$ cat config.mk
export PLATFORM = sky130hd
export DESIGN_NAME = solver_output_decimator
export DESIGN_NICKNAME = d
export VERILOG_FILES = /design/src/rtl/solver_output_decimator.sv
export SDC_FILE = /design/constraint.sdc
export NUM_CORES = 2
export LEC_CHECK = 0
export BUFFER_PORTS_ARGS = -buffer_cell sky130_fd_sc_hd__buf_2
export CORE_MARGIN = 2
export CORE_UTILIZATION = 25
export CTS_CLUSTER_DIAMETER = 100
export CTS_CLUSTER_SIZE = 10
export DETAILED_ROUTE_END_ITERATION = 12
export GPL_ROUTABILITY_DRIVEN = 0
export PLACE_DENSITY = 0.39
export SLEW_MARGIN = 20
export SYNTH_ARGS = -nofsm -noshare
export SYNTH_HDL_FRONTEND = slang
export SYNTH_SLANG_ARGS = --single-unit
$ cat constraint.sdc
create_clock -name clk -period 17.6 [get_ports clk]
set_clock_uncertainty 0.1 [all_clocks]
set_input_delay 2.64 -clock clk [delete_from_list [all_inputs] [get_ports clk]]
set_output_delay 2.64 -clock clk [all_outputs]
set_load 0.03 [all_outputs]
$ cat src/rtl/solver_output_decimator.sv
// Solver output decimator: windowed sample/mean reduction feeding a
// first-word fall-through result FIFO with sticky overflow.
module solver_output_decimator #(
  parameter int DATA_W = 64,
  parameter int DEPTH  = 16
) (
  input  logic                       clk,
  input  logic                       rst_n,
  input  logic                       en,
  input  logic [3:0]                 decim_log2,
  input  logic                       avg_en,
  input  logic signed [DATA_W-1:0]   in_data,
  input  logic                       in_valid,
  input  logic                       rd_en,
  input  logic                       flush,
  output logic [DATA_W-1:0]          out_data,
  output logic                       out_valid,
  output logic [$clog2(DEPTH):0]     fifo_count,
  output logic                       overflow
);

  localparam int AW    = $clog2(DEPTH);
  localparam int ACC_W = DATA_W + 15;
  localparam logic [AW:0] FULL = (AW+1)'(DEPTH);

  typedef enum logic {IDLE, ACCUM} state_t;

  state_t                   state;
  logic [15:0]              cnt;
  logic signed [ACC_W-1:0]  acc;
  logic [3:0]               lg_q;
  logic                     avg_q;
  logic                     res_v;
  logic [DATA_W-1:0]        res_d;

  logic                     first;
  logic [3:0]               lg_eff;
  logic                     avg_eff;
  logic signed [ACC_W-1:0]  sum;
  logic [16:0]              cnt_nx;
  logic                     last;
  logic [DATA_W-1:0]        result;

  // Window parameters come straight from the ports on a window's first sample.
  assign first   = (state == IDLE) || (cnt == 16'd0);
  assign lg_eff  = first ? decim_log2 : lg_q;
  assign avg_eff = first ? avg_en : avg_q;
  assign sum     = acc + {{15{in_data[DATA_W-1]}}, in_data};
  assign cnt_nx  = {1'b0, cnt} + 17'd1;
  assign last    = (cnt_nx == (17'd1 << lg_eff));
  assign result  = avg_eff ? DATA_W'(sum >>> lg_eff) : in_data;

  always_ff @(posedge clk) begin
    if (!rst_n) begin
      state <= IDLE;
      cnt   <= '0;
      acc   <= '0;
      lg_q  <= '0;
      avg_q <= 1'b0;
      res_v <= 1'b0;
      res_d <= '0;
    end else begin
      res_v <= 1'b0;
      if (!en) begin
        state <= IDLE;
        cnt   <= '0;
        acc   <= '0;
      end else begin
        state <= ACCUM;
        if (in_valid) begin
          if (first) begin
            lg_q  <= decim_log2;
            avg_q <= avg_en;
          end
          if (last) begin
            cnt   <= '0;
            acc   <= '0;
            res_v <= 1'b1;
            res_d <= result;
          end else begin
            cnt <= cnt_nx[15:0];
            acc <= sum;
          end
        end
      end
    end
  end

  logic [DATA_W-1:0] mem [DEPTH];
  logic [AW-1:0]     wr_ptr;
  logic [AW-1:0]     rd_ptr;
  logic [AW:0]       cnt_f;
  logic              empty;
  logic              full;
  logic              pop;
  logic              push;
  logic              we;

  assign empty = (cnt_f == '0);
  assign full  = (cnt_f == FULL);
  assign pop   = rd_en && !empty;
  // A full FIFO still accepts a result when the head leaves the same cycle.
  assign push  = res_v && (!full || pop);
  assign we    = push && !flush && rst_n;

  always_ff @(posedge clk) begin
    if (we) mem[wr_ptr] <= res_d;
  end

  always_ff @(posedge clk) begin
    if (!rst_n) begin
      wr_ptr   <= '0;
      rd_ptr   <= '0;
      cnt_f    <= '0;
      overflow <= 1'b0;
    end else if (flush) begin
      wr_ptr   <= '0;
      rd_ptr   <= '0;
      cnt_f    <= '0;
      overflow <= 1'b0;
    end else begin
      if (res_v && full && !pop) overflow <= 1'b1;
      if (push) wr_ptr <= wr_ptr + 1'b1;
      if (pop)  rd_ptr <= rd_ptr + 1'b1;
      unique case ({push, pop})
        2'b10:   cnt_f <= cnt_f + 1'b1;
        2'b01:   cnt_f <= cnt_f - 1'b1;
        default: cnt_f <= cnt_f;
      endcase
    end
  end

  assign out_valid  = !empty;
  assign out_data   = empty ? '0 : mem[rd_ptr];
  assign fifo_count = cnt_f;

endmodule

==> metrics.md <==
| Metric | Value |
|---|---|
| #FFs+latches synth | `1,208` |
| Post-Layout Cell Count | `7,200` |
| Top Family by Delay on Critical Path | `buffers and inverters` |
| Worst path slowest cell | `buf_4` |
| CP peak stage delay | `0.89 ns` |
| Crit path buf inv count | `3` |
| First-pass GRT wire length | `289 mm` |
| I/O pins | `146` |
| Worst path cell trace | `buf_4 -> buf_4 -> mux4_2 -> mux4_2 -> and2_1 -> buf_2` |
| Die X | `479 um` |
| Vias | `37,000` |
| Global route total overflow | `0` |
| Worst-Skew Late Latency | `0.82 ns` |
| Critical Path AT | `about 4.8 ns` |
| TNS Setup | `0 ns` |
| RSZ-0062 raised after global routing | `false` |
| Num CTS Buffers | `141` |
| Crit end category | `output port` |
| Final Max Tran Viols | `0` |
| Worst Path Max Fanout | `46` |
| Place WS | `approximately 10 ns` |
| DRC violations left | `0` |
| H-tree depth | `4` |
| # port buffers | `145` |
| Hold WC Path Type | `reg -> reg` |
| Power Total | `6.29 mW` |
| Final wirelength | `203 mm` |
| Largest net degree at the start of global routing | `about 110` |
| GRT Overall Usage | `between 10% and 20%` |
| Worst EP required | `14.86 ns` |
| Post-synthesis cell area | `56,500 um2` |
| Main synth FF type | `edfxtp_1` |
| Layout Utilization | `28.8%` |
| Final Hold Vio Count | `0` |
| Stages on the worst setup path | `6` |
| Relative slew margins | `20.3%` |
| Hold buffers post-CTS | `0` |
| Placed Cells incl. Taps | `about 7,000` |
| Pleak | `19.2 nW` |
| Tightest Pin Transition | `between 1 and 1.5 ns` |
| Met3 wire length | `10.2 mm` |
| Netlist cell types | `90` |
| Met2 WL | `95.8 mm` |
| DR top layer | `met5` |
| Biggest area consumer among synthesized cells | `edfxtp_1` |
| Drt wl/cell | `roughly 28 um` |
| Finished Cell Area | `64,700 um2` |
| EDFF count, synth | `about 1,000` |
| Synth warnings | `0` |
| Clock Path Buffers | `3` |
| CTS root buffer | `clkbuf_16` |
| DRT met1 WL | `92.7 mm` |
| Core area | `225,000 um2` |
| Die height | `approximately 480 um` |
| Synth async-reset ratio | `0%` |
| Post-DP HPWL | `133 mm` |
| Initial antenna violation count | `22` |
| Commonest non-fill, non-tap cell in the layout | `edfxtp_1` |
| Die Footprint | `230,000 um2` |
| CP Class | `reg -> out` |
| WHS Path Cells | `2` |
| Worst R2R Path Depth | `17` |
| Fmax | `133 MHz` |
| Min cycle time layout | `7.54 ns` |
| Vias in the first global route | `37,300` |
| Area contributors post-synth | `edfxtp_1 54%, mux4_2 13%, dfxtp_1 6.5%, a21oi_1 2.7%, nand2_1 2.2%` |
| TritonCTS clock tree | `yes` |
| Post-route ant nets | `0` |
| Post-CTS sizing | `0` |
| Final setup fails | `0` |
| Setup ws final | `10.06 ns` |
| Vias/cell | `5.14` |
| CTS sink count | `between 1,000 and 1,500` |
| Placed cell area | `60,700 um2` |
| Setup crit start kind | `flip-flop` |
| Post CTS Setup Buffer Count | `0` |
| Post-Syn Nets | `4,219` |
| Area growth, synth to finish | `14.7%` |
| Maxcap violations | `0` |
| Net count, final | `4,311` |
| Starting density of the core | `between 20% and 30%` |
| Pre-antenna DRT Iters | `5` |
| Cell area power density | `97.1 nW/um2` |
| Outcome | `completed` |
| Post-synthesis sequential area ratio | `61.0%` |
| Most frequent cells in the layout | `1,024 x edfxtp_1, 326 x nand2_1, 321 x mux4_2` |
| Syn avg cell area | `13.9 um2` |
| Iter 0 DRT Violations | `3,476` |
| Synth Instances | `4,053` |
| Worst-case vdd ir drop | `64.6 uV` |
| Share of cells above drive strength 1 | `19.0%` |
| WHS | `0.367 ns` |
| Post-route clock period utilization | `42.8%` |
| Clk slew on worst S/H paths | `about 0.06 ns` |
| Row count | `174` |
| Top-area cell type share of the netlist area | `54.5%` |
-- synth_stat cells, types with 8 or more instances --
cell type and instances:
a2111oi_0 9, a211o_1 10, a211oi_1 37, a21o_1 30
a21oi_1 303, a221o_1 8, a221oi_1 22, a22oi_1 25
a311oi_1 10, a31oi_1 39, and2_1 80, and3_1 36
and4_1 12, buf_1 43, buf_2 17, clkbuf_1 209
dfxtp_1 184, edfxtp_1 1024, ha_1 89, inv_1 35
mux2_2 22, mux2i_1 74, mux4_2 321, nand2_1 328
nand2b_1 16, nand3_1 118, nand4_1 49, nor2_1 272
nor3_1 75, nor4_1 23, o211ai_1 55, o21a_1 19
o21ai_0 140, o21bai_1 8, o221ai_1 10, o22ai_1 12
o311ai_0 8, o31ai_1 13, or2_2 9, or3_1 44
xnor2_1 47, xor2_1 40
-- kinds of logic (layout without fill, tap and decap cells) --
| logic type | count (synthesis) | after routing | synth area share, % |
|---|---|---|---|
| flip-flops | 1208 | 1208 | 61.0 |
| other | 0 | 7 | 0 |
| adder cells (fa/ha/maj) | 91 | 91 | 2.04 |
| AO/OA/AOI/OAI | 839 | 839 | 9.52 |
| buffers and inverters | 312 | 460 | 2.19 |
| AND/OR/NAND/NOR | 1096 | 1096 | 9.23 |
| XOR/XNOR | 89 | 89 | 1.43 |
| multiplexers | 418 | 418 | 14.6 |
-- flip-flops by register name, indices dropped and copies added (netlist names), named ones only --
| name | count |
|---|---|
| state | 1 |
| cnt | 16 |
| acc | 79 |
| res_d | 64 |
| overflow | 1 |
| lg_q | 4 |
| rd_ptr | 4 |
| fifo_count | 5 |
| res_v | 1 |
| mem | 1024 |
| wr_ptr | 4 |
| avg_q | 1 |
-- report_power, final --
| part | internal [mW] | switching (mW) |
|---|---|---|
| sequential | 3.08 | 0.0238 |
| combinational | 0.149 | 0.345 |
| clock | 1.49 | 1.19 |
| total | 4.73 | 1.56 |
-- layout make-up --
cell class | instances | area, um2
clock inverter | 17 | 304
antenna | 7 | 17.5
inverter | 35 | 133
fill | 22800 | 160000
timing repair buffer | 226 | 1360
sequential | 1208 | 34400
tap | 2992 | 3740
multi-input combinational | 2533 | 21000
clock buffer | 182 | 3740
-- path summary, 6_finish.rpt --
kind         slack, ns                      to            startpoint
max              10.06             out_data[7]             flip-flop
min               0.37    acc[19]$_SDFFE_PN0P_  acc[19]$_SDFFE_PN0P_
max reg2reg      11.25  res_d[51]$_SDFFE_PN0P_   cnt[0]$_SDFFE_PN0P_
min reg2reg       0.37    acc[19]$_SDFFE_PN0P_  acc[19]$_SDFFE_PN0P_
-- worst register-to-register path, cell delays in order, from the launching register on --
cell and delay, ns:
dfxtp_1 0.34, inv_1 0.14, ha_1 0.17, or4b_4 0.48, o41ai_4 0.32, buf_4 0.43, mux2_2 0.40, buf_4 0.29
nand2_1 0.35, o311ai_1 0.19, a2111oi_2 0.47, and3_1 0.21, buf_4 0.35, and2_4 0.35, buf_4 0.59, nand2_1 0.56
nor3_1 0.39, a211oi_1 0.09
-- metal layers --
layer	track usage [%]	vias up
met1	24.4	19400
met4	3.94	2
met2	28.2	1130
met3	2.68	255
li1	-	16200
met5	0	-
Power figures use the tool's default switching activity.
